--- src/rtl/kv_append_packer.sv ---
// Packs a head-major element stream into HEAD_DIM-wide vectors and issues one
// KV-cache append per head; all heads of a job target the same sequence position.
module kv_append_packer #(
    parameter int MAX_LAYERS = 4,
    parameter int MAX_HEADS  = 4,
    parameter int MAX_SEQ    = 512,
    parameter int HEAD_DIM   = 16,
    parameter int DW         = 8
) (
    input  logic                          clk,
    input  logic                          rst_n,
    input  logic                          start,
    input  logic [$clog2(MAX_LAYERS)-1:0] cfg_layer,
    input  logic [$clog2(MAX_SEQ)-1:0]    cfg_time,
    input  logic                          cfg_is_v,
    input  logic [$clog2(MAX_HEADS):0]    cfg_num_heads,
    input  logic                          in_valid,
    output logic                          in_ready,
    input  logic [DW-1:0]                 in_data,
    output logic                          append_valid,
    input  logic                          append_ready,
    output logic [$clog2(MAX_LAYERS)-1:0] append_layer,
    output logic [$clog2(MAX_HEADS)-1:0]  append_head,
    output logic [$clog2(MAX_SEQ)-1:0]    append_time,
    output logic                          append_is_v,
    output logic [HEAD_DIM*DW-1:0]        append_data,
    input  logic                          append_done,
    output logic                          busy,
    output logic                          done
);

    localparam int LW  = $clog2(MAX_LAYERS);
    localparam int HW  = $clog2(MAX_HEADS);
    localparam int TW  = $clog2(MAX_SEQ);
    localparam int NHW = HW + 1;
    localparam int CW  = (HEAD_DIM > 1) ? $clog2(HEAD_DIM) : 1;
    localparam logic [NHW-1:0] NH_MAX = NHW'(MAX_HEADS);

    typedef enum logic [1:0] {IDLE, FILL, ISSUE, WAIT_DONE} state_t;

    state_t                 r_state;
    logic [CW-1:0]          r_elem_cnt;
    logic [HW-1:0]          r_head_cnt;
    logic [NHW-1:0]         r_num_heads;
    logic [LW-1:0]          r_layer;
    logic [TW-1:0]          r_time;
    logic                   r_is_v;
    logic [HEAD_DIM*DW-1:0] r_buf;
    logic                   r_in_ready;
    logic                   r_append_valid;
    logic                   r_busy;
    logic                   r_done;

    logic [NHW-1:0]         w_nh_clamped;
    logic                   w_accept;
    logic                   w_last_elem;
    logic                   w_last_head;

    assign w_nh_clamped = (cfg_num_heads > NH_MAX) ? NH_MAX : cfg_num_heads;
    assign w_accept     = in_valid && r_in_ready;
    assign w_last_elem  = (r_elem_cnt == CW'(HEAD_DIM - 1));
    assign w_last_head  = ({1'b0, r_head_cnt} == (r_num_heads - NHW'(1)));

    // Outputs come straight from registers, so the append fields stay frozen
    // from ISSUE through WAIT_DONE while the cache samples them.
    always_ff @(posedge clk or negedge rst_n) begin
        if (!rst_n) begin
            r_state        <= IDLE;
            r_elem_cnt     <= '0;
            r_head_cnt     <= '0;
            r_num_heads    <= '0;
            r_layer        <= '0;
            r_time         <= '0;
            r_is_v         <= 1'b0;
            r_buf          <= '0;
            r_in_ready     <= 1'b0;
            r_append_valid <= 1'b0;
            r_busy         <= 1'b0;
            r_done         <= 1'b0;
        end else begin
            r_done <= 1'b0;
            case (r_state)
                IDLE: begin
                    if (start) begin
                        r_layer     <= cfg_layer;
                        r_time      <= cfg_time;
                        r_is_v      <= cfg_is_v;
                        r_num_heads <= w_nh_clamped;
                        r_elem_cnt  <= '0;
                        r_head_cnt  <= '0;
                        if (w_nh_clamped == '0) begin
                            r_done <= 1'b1;
                        end else begin
                            r_state    <= FILL;
                            r_in_ready <= 1'b1;
                            r_busy     <= 1'b1;
                        end
                    end
                end
                FILL: begin
                    if (w_accept) begin
                        r_buf[r_elem_cnt*DW +: DW] <= in_data;
                        if (w_last_elem) begin
                            r_elem_cnt     <= '0;
                            r_in_ready     <= 1'b0;
                            r_append_valid <= 1'b1;
                            r_state        <= ISSUE;
                        end else begin
                            r_elem_cnt <= r_elem_cnt + CW'(1);
                        end
                    end
                end
                ISSUE: begin
                    if (append_ready) begin
                        r_append_valid <= 1'b0;
                        r_state        <= WAIT_DONE;
                    end
                end
                WAIT_DONE: begin
                    if (append_done) begin
                        if (w_last_head) begin
                            r_state <= IDLE;
                            r_busy  <= 1'b0;
                            r_done  <= 1'b1;
                        end else begin
                            r_head_cnt <= r_head_cnt + HW'(1);
                            r_in_ready <= 1'b1;
                            r_state    <= FILL;
                        end
                    end
                end
                default: r_state <= IDLE;
            endcase
        end
    end

    assign in_ready     = r_in_ready;
    assign append_valid = r_append_valid;
    assign append_layer = r_layer;
    assign append_head  = r_head_cnt;
    assign append_time  = r_time;
    assign append_is_v  = r_is_v;
    assign append_data  = r_buf;
    assign busy         = r_busy;
    assign done         = r_done;

endmodule

--- config.mk ---
export PLATFORM = sky130hd
export DESIGN_NAME = kv_append_packer
export DESIGN_NICKNAME = d
export VERILOG_FILES = /design/src/rtl/kv_append_packer.sv
export SDC_FILE = /design/constraint.sdc
export NUM_CORES = 1
export LEC_CHECK = 0
export ABC_AREA = 0
export BUFFER_PORTS_ARGS = -buffer_cell sky130_fd_sc_hd__buf_2
export CAP_MARGIN = 20
export CORE_MARGIN = 5
export CORE_UTILIZATION = 45
export CTS_CLUSTER_SIZE = 30
export DETAILED_ROUTE_END_ITERATION = 10
export PLACE_DENSITY_LB_ADDON = 0.08
export RECOVER_POWER = 100
export SYNTH_ARGS = -nofsm -noshare
export SYNTH_HDL_FRONTEND = slang
export SYNTH_SLANG_ARGS = --single-unit
--- constraint.sdc ---
create_clock -name clk -period 3 [get_ports clk]
set_input_delay 0.3 -clock clk [delete_from_list [all_inputs] [get_ports clk]]
set_output_delay 0.3 -clock clk [all_outputs]
set_load 0.01 [all_outputs]
== After elaboration in Yosys (flattened, before gate mapping) ==
Index checks and enable logic that the tools add are counted.
W data, S select, Z words.

* Register bits after elaboration: 155
* Input bits: 29
* Logic and storage cells: 84

* Add/sub/neg operators: 4
* Magnitude comparators: 1
* Equality and inequality tests: 13
* Shift-type cells: 2
* Multiplexer cells: 37
* Reductions and logical operators: 15

{| class="wikitable"
|+ Operators by type and width
! kind !! number
|-
| $bwmux W128 || 1
|-
| $shift A8 B34 Y128 const A || 1
|-
| $shiftx A8 B34 Y128 || 1
|-
| $neg A7 Y34 || 1
|-
| $mux W2 || 9
|-
| $mux W1 || 16
|-
| $ne A2 B2 Y1 const B || 8
|-
| $mux W4 || 3
|-
| $pmux W2 S4 || 1
|-
| $pmux W4 S2 || 1
|-
| $reduce_and A4 Y1 || 2
|-
| $reduce_and A7 Y1 || 1
|-
| $pmux W1 S2 || 3
|-
| $reduce_and A6 Y1 || 1
|-
| $reduce_bool A2 Y1 || 3
|-
| $reduce_and A5 Y1 || 1
|-
| $add A4 B1 Y4 const B || 1
|-
| $eq A2 B2 Y1 const B || 2
|-
| $eq A4 B4 Y1 const B || 1
|-
| $pmux W2 S2 || 1
|-
| $reduce_and A2 Y1 || 2
|-
| $eq A2 B3 Y1 || 1
|-
| $gt A3 B3 Y1 const B || 1
|-
| $logic_not A3 Y1 || 1
|-
| 9 further kinds || 9
|}

== Logic depth before layout (Yosys ltp) ==
* Depth after elaboration: 6
* Mapped depth: 10
* Depth with buffers taken out: 6

== Worst setup path after synthesis ==
OpenSTA, ideal clock, no wires.

* Path kind: reg2reg
* From: register r_elem_cnt[0]
* To: register r_buf[64] (netlist: append_data[64])
* Data arrival time: 2,576 ps
* Data required time: 2,875 ps
* Path slack: 299 ps
* Stages on the path, launching flop included: 10
* Buffers on the path: 3
* Clock period less this slack: 2,701 ps
* Path through: dfrtp_1 -> clkbuf_1 -> clkbuf_1 -> inv_1 -> ha_1 -> nand2b_1 -> a2111oi_2 -> and4_4 -> buf_6 -> mux2_4

* Word-level cells in the longest chain between the ends: 3

{| class="wikitable"
|+ Ends and longest elaborated chain
! element !! RTL line !! source
|-
| start: declaration || 42 || <nowiki>logic [CW-1:0] r_elem_cnt;</nowiki>
|-
| start signal: assignment || 109 || <nowiki>r_elem_cnt <= r_elem_cnt + CW'(1);</nowiki>
|-
| $neg A7 Y34 * || 102 || <nowiki>r_buf[r_elem_cnt*DW +: DW] <= in_data;</nowiki>
|-
| $shiftx A8 B34 Y128 or $shift A8 B34 Y128 (tied branches) || 102 ||
|-
| $bwmux W128 * || 102 ||
|-
| end signal: indexed assignment || 102 ||
|-
| end: declaration || 48 || <nowiki>logic [HEAD_DIM*DW-1:0] r_buf;</nowiki>
|}

Mark *: on every way between the ends. The rest lies on a longest branch, timed or not.
A chain may end at the register's enable or synchronous reset.

== Final worst setup path ==
* From: register r_state[1]
* To: register r_buf[91] (netlist: append_data[91])

* Word-level cells in the longest chain between the ends: 2

{| class="wikitable"
|+ Ends and longest elaborated chain
! element !! RTL line !! source
|-
| start: declaration || 41 || <nowiki>state_t r_state;</nowiki>
|-
| start signal: assignment || 68 || <nowiki>r_state <= IDLE;</nowiki>
|-
| start signal: assignment || 94 || <nowiki>r_state <= FILL;</nowiki>
|-
| start signal: assignment || 107 || <nowiki>r_state <= ISSUE;</nowiki>
|-
| $eq A2 B1 Y1 || 82 || <nowiki>case (r_state)</nowiki>
|-
| $reduce_and A2 Y1 (no line) || - ||
|}

No other way between the ends.

==> results.md <==
- The type of the setup path with the least slack is register to register.
- The first global-routing pass estimated 26600 microns of wire.
- The number of max-slew violations in the final report came to 73.
- The routability congestion estimate from global placement is 0.861.
- The root buffer cell is sky130_fd_sc_hd__clkbuf_16.
- The proportion of power drawn by combinational gates is 2.1%.
- Max-cap violations in this run came to 1.
- In this run the power spent charging and discharging nets is 0.925 mW.
- The maximum cell stage delay along the critical path is 0.50 ns.
- For this run, global-route usage on met3 was measured as 5.88%.
- The maximum vdd drop is 0.342 mV.
- The number of clock buffers added by TritonCTS is 17.
- The number of fillers in the final layout is 1309.
- STA puts the critical path data required time at 3.31 ns.
- The sequential cell area in the final layout is 0.00388 sq mm.
- The final total negative setup slack is 0 ns.
- For this design the static power due to leakage is 4.08 nW.
- Summing every instance area after synthesis gives 0.00679 sq mm.
- The CTS tree is done.
- Once the floorplan was initialized, standard cells occupied 46.3% of the core.
- The routed via count is 4633.
- The total detailed-routing wirelength is 16500 microns.
- The count of flip-flops with a built-in enable after synthesis is 0.
- The share of synthesized flip-flops with an asynchronous set or reset is 100%.
- met2 is the most crowded layer.
- The die covers 0.0176 sq mm.
- The number of port buffers is 174.
- The type of origin of the critical path is a register.
- Cells fill 56.4% of the core in the end.
- The final net count is 721.
- Dividing the detail-routed wire length by the instance count gives 18.8 microns.
- The share of the clock period used by the worst path is 89.9%.
- The die extent in y is 133 microns.
- After clock tree synthesis, the repair step resized 0 gates.
- The worst hold-check path type is primary input to register.
- In this run the horizontal extent of the chip is 133 microns.
- The met2 routing resource usage after global routing is 31.7%.
- Row generation in the floorplan step produced 44 rows.
- The average instance in the mapped netlist occupies 13.9 sq um.
- Net switching is 20.9% of the power.
- The arrival time of the worst setup path is 3.00 ns.
- The via count of the first global-routing pass is 4878.
- The finished cells cover 0.00826 sq mm.
- In this run, the clock network consumes 50.8% of the power.
- The wire-length estimate of the detail-placed layout is 11900 microns.
- Broken down by cell family, the worst path's largest delay share belongs to simple AND/OR/NAND/NOR gates.
- The flow ran to the end, but the final reports show violations.
- The total chip power is 4.44 mW.
- The deepest clock path buffer count is 2.
- Based on the critical path, the design can be clocked at up to 371 MHz.
- The number of I/O pins is 175.
- The maximum number of pins on one net before global-route repair is 74.
- The critical path goes through inv_1 -> ha_1 -> and3_1 -> nand3_1 -> nor3_1 -> clkbuf_1 -> mux2_2.
- In the final layout, the share of cells above drive strength 1 is 29.7%.
- The kind of end point of the critical path is a register.
- The power per standard cell area is 537 mW/mm^2.
- The buffer and inverter count on the worst path is 2.
- Headroom to the max-slew limit came out at -26.0%.
- The clock network latency to the later pin of the worst-skew pair is 0.42 ns.
- Among all flip-flop cells after synthesis, the most frequent one is sky130_fd_sc_hd__dfrtp_1.
- The cell area after placement is 0.00792 sq mm.
- In the global route stage, met1 resource usage came out at 24.2%.
- The area overhead of the layout relative to synthesis is 21.7%.
- Counting distinct cell types in the post-synthesis netlist gives 45.
- For this design, the sink count on the clock tree is 155.
- In the post-synthesis netlist, the biggest area contributors are sky130_fd_sc_hd__dfrtp_1 57%, sky130_fd_sc_hd__mux2_2 20%, sky130_fd_sc_hd__mux2_4 3.5%, sky130_fd_sc_hd__and2_1 2.3%, sky130_fd_sc_hd__ha_1 2.0%.
- The number of detailed-route iterations in the first pass is 4.
- The post-synth net total is 528.
- The overflow left after global routing is 0.
- The first-iteration detailed-routing DRC count is 156.
- The checks that failed: capacitance limit, slew limit.
- The cell with the largest stage delay on the worst path is sky130_fd_sc_hd__clkbuf_1.
- The worst hold slack after final layout is 0.105 ns.
- Internal power comes to 3.51 mW.
- In this run the post-CTS setup repair buffer count came out at 0.
- The post-route DRC violation count is 0.
- In this run, synthesis produced a sequential element count of 155.
- The sequential cell area fraction in the yosys report is 57.2%.
- Sequential cells account for 47.1% of the total power.
- In the routed layout, each cell is associated on average with a via count of 5.28.
- The pin slew with the least headroom to its limit is 1.89 ns.
- Counting every instance in the synthesized netlist gives 488.
- After clock tree synthesis, the clock-pin slew on the worst setup and hold paths is 0.06 ns.
- The yosys synthesis warning count is 0.
- The number of antenna violations at the first check in global routing is 0.
- The count of final hold-check violations is 0.
- The area of the core region is 0.0146 sq mm.
- The worst path needs 2.70 ns of the cycle, external delays included.
- The detail route stage leaves a number of antenna-violating nets equal to 0.
- 0 antenna diodes ended up in the layout.
- The synthesized design spends more area on one cell type than any other, namely sky130_fd_sc_hd__dfrtp_1.
- Setup repair after global routing left no endpoint under its margin.
- For this run, the total global-route usage over all layers was measured as 19.1%.
- The setup skew after layout is 0.00843 ns.
- The maximum fanout along the worst path is 10.
- The final setup violation count is 0.
- The H-tree depth is 4.
- The area share of the largest cell type after synthesis is 57.2%.
- The multi-input combinational cells in the finished layout cover a total of 0.00269 sq mm.
- Buffers inserted to repair hold after CTS numbered 1.
- The flop-to-flop setup slack is 0.30 ns.
-- cells in the final DEF (no fill, tap or decap), types with 2 or more instances in the layout --
master                      count
sky130_fd_sc_hd__mux2_1         4
sky130_fd_sc_hd__inv_1         10
sky130_fd_sc_hd__ha_1          11
sky130_fd_sc_hd__clkinv_4       6
sky130_fd_sc_hd__a211oi_1       3
sky130_fd_sc_hd__bufinv_16      4
sky130_fd_sc_hd__clkinv_2       3
sky130_fd_sc_hd__a31oi_1        2
sky130_fd_sc_hd__and2_1        25
sky130_fd_sc_hd__nand4_1        7
sky130_fd_sc_hd__o31ai_1        6
sky130_fd_sc_hd__xnor2_1        2
sky130_fd_sc_hd__clkbuf_2       4
sky130_fd_sc_hd__nand2b_1       6
sky130_fd_sc_hd__xor2_1         3
sky130_fd_sc_hd__nor2_1        15
sky130_fd_sc_hd__o21ai_0       11
sky130_fd_sc_hd__nor2b_1        6
sky130_fd_sc_hd__dfrtp_1      155
sky130_fd_sc_hd__o2bb2ai_1      2
sky130_fd_sc_hd__mux2_4        12
sky130_fd_sc_hd__buf_2         27
sky130_fd_sc_hd__clkbuf_16     17
sky130_fd_sc_hd__nand2_1       13
sky130_fd_sc_hd__buf_4          6
sky130_fd_sc_hd__nor3_1         9
sky130_fd_sc_hd__mux2_2       122
sky130_fd_sc_hd__nand3_1       12
sky130_fd_sc_hd__clkbuf_1     152
sky130_fd_sc_hd__and3_1        18
sky130_fd_sc_hd__a21oi_1        2
-- kinds of logic after synthesis --
kind of cell | count (synthesis) | synth area share (%)
simple gates | 118 | 10.7
flops | 155 | 57.2
mux | 139 | 23.9
fa+ha+maj | 11 | 2.03
buf+inv | 26 | 1.95
compound gates | 34 | 3.54
xor+xnor | 5 | 0.646
-- final timing paths --
path	depth (start not counted)	from	end
setup / recovery	7	r_state[1]	append_data[91]
hold / removal	2	cfg_time[4]	append_time[4]
setup reg to reg	7	r_state[1]	append_data[91]
hold reg to reg	2	r_num_heads[1]	r_num_heads[1]
max in group asynchronous	3	rst_n	append_data[28]
min in group asynchronous	2	rst_n	append_data[103]
-- metrics by stage --
step                setup WS, ns  cells
floorplan                  0.299    488
global placement           0.536    845
detailed placement         0.476    845
CTS                        0.455    878
global route               0.138    878
finish                     0.303    878
-- cell type report --
type                            instances  share of cell area (%)
Clock inverter                         14                    2.38
Timing Repair Buffer                  190                    9.65
Multi-Input combinational cell        307                    32.5
Inverter                               10                   0.455
Tap cell                              184                    2.79
Sequential cell                       155                    47.0
Clock buffer                           18                    5.20
-- cell usage after synthesis (3+ instances only) --
cell,n
sky130_fd_sc_hd__dfrtp_1,155
sky130_fd_sc_hd__mux2_2,122
sky130_fd_sc_hd__and2_1,25
sky130_fd_sc_hd__and3_1,18
sky130_fd_sc_hd__mux2_4,16
sky130_fd_sc_hd__nor2_1,13
sky130_fd_sc_hd__nand2_1,12
sky130_fd_sc_hd__ha_1,11
sky130_fd_sc_hd__o21ai_0,11
sky130_fd_sc_hd__inv_1,10
sky130_fd_sc_hd__clkbuf_1,8
sky130_fd_sc_hd__nand3_1,8
sky130_fd_sc_hd__nand2b_1,6
sky130_fd_sc_hd__nor2b_1,6
sky130_fd_sc_hd__o31ai_1,6
sky130_fd_sc_hd__nand3_2,5
sky130_fd_sc_hd__nand4_1,5
sky130_fd_sc_hd__nor3_1,5
sky130_fd_sc_hd__buf_2,4
sky130_fd_sc_hd__buf_6,4
sky130_fd_sc_hd__nor3_2,4
sky130_fd_sc_hd__xor2_1,3
-- registers in the layout (all words and copies together) (netlist names) --
signal / count
append_is_v: 1
append_layer: 2
r_state: 2
append_head: 2
busy: 1
append_data: 128
r_num_heads: 3
in_ready: 1
done: 1
append_time: 9
r_elem_cnt: 4
append_valid: 1
-- power by group through the flow --
stage / Sequential (mW) / Clock, mW / Combinational (mW)
floorplan: 2.13 / 0 / 0.00931
finish: 2.09 / 2.25 / 0.0925
detailed placement: 2.13 / 0 / 0.0967
global route: 2.09 / 2.39 / 0.107
global placement: 2.13 / 0 / 0.0952
CTS: 2.09 / 2.29 / 0.0984
-- metal layers --
metal	wire (microns)	up-vias	share of wire [%]
met5	0	-	0
met4	228	0	1.4
met3	968	18	5.9
met2	8150	121	49
met1	7170	2347	43
li1	-	2147	-
(Power assumes the default switching activity.)
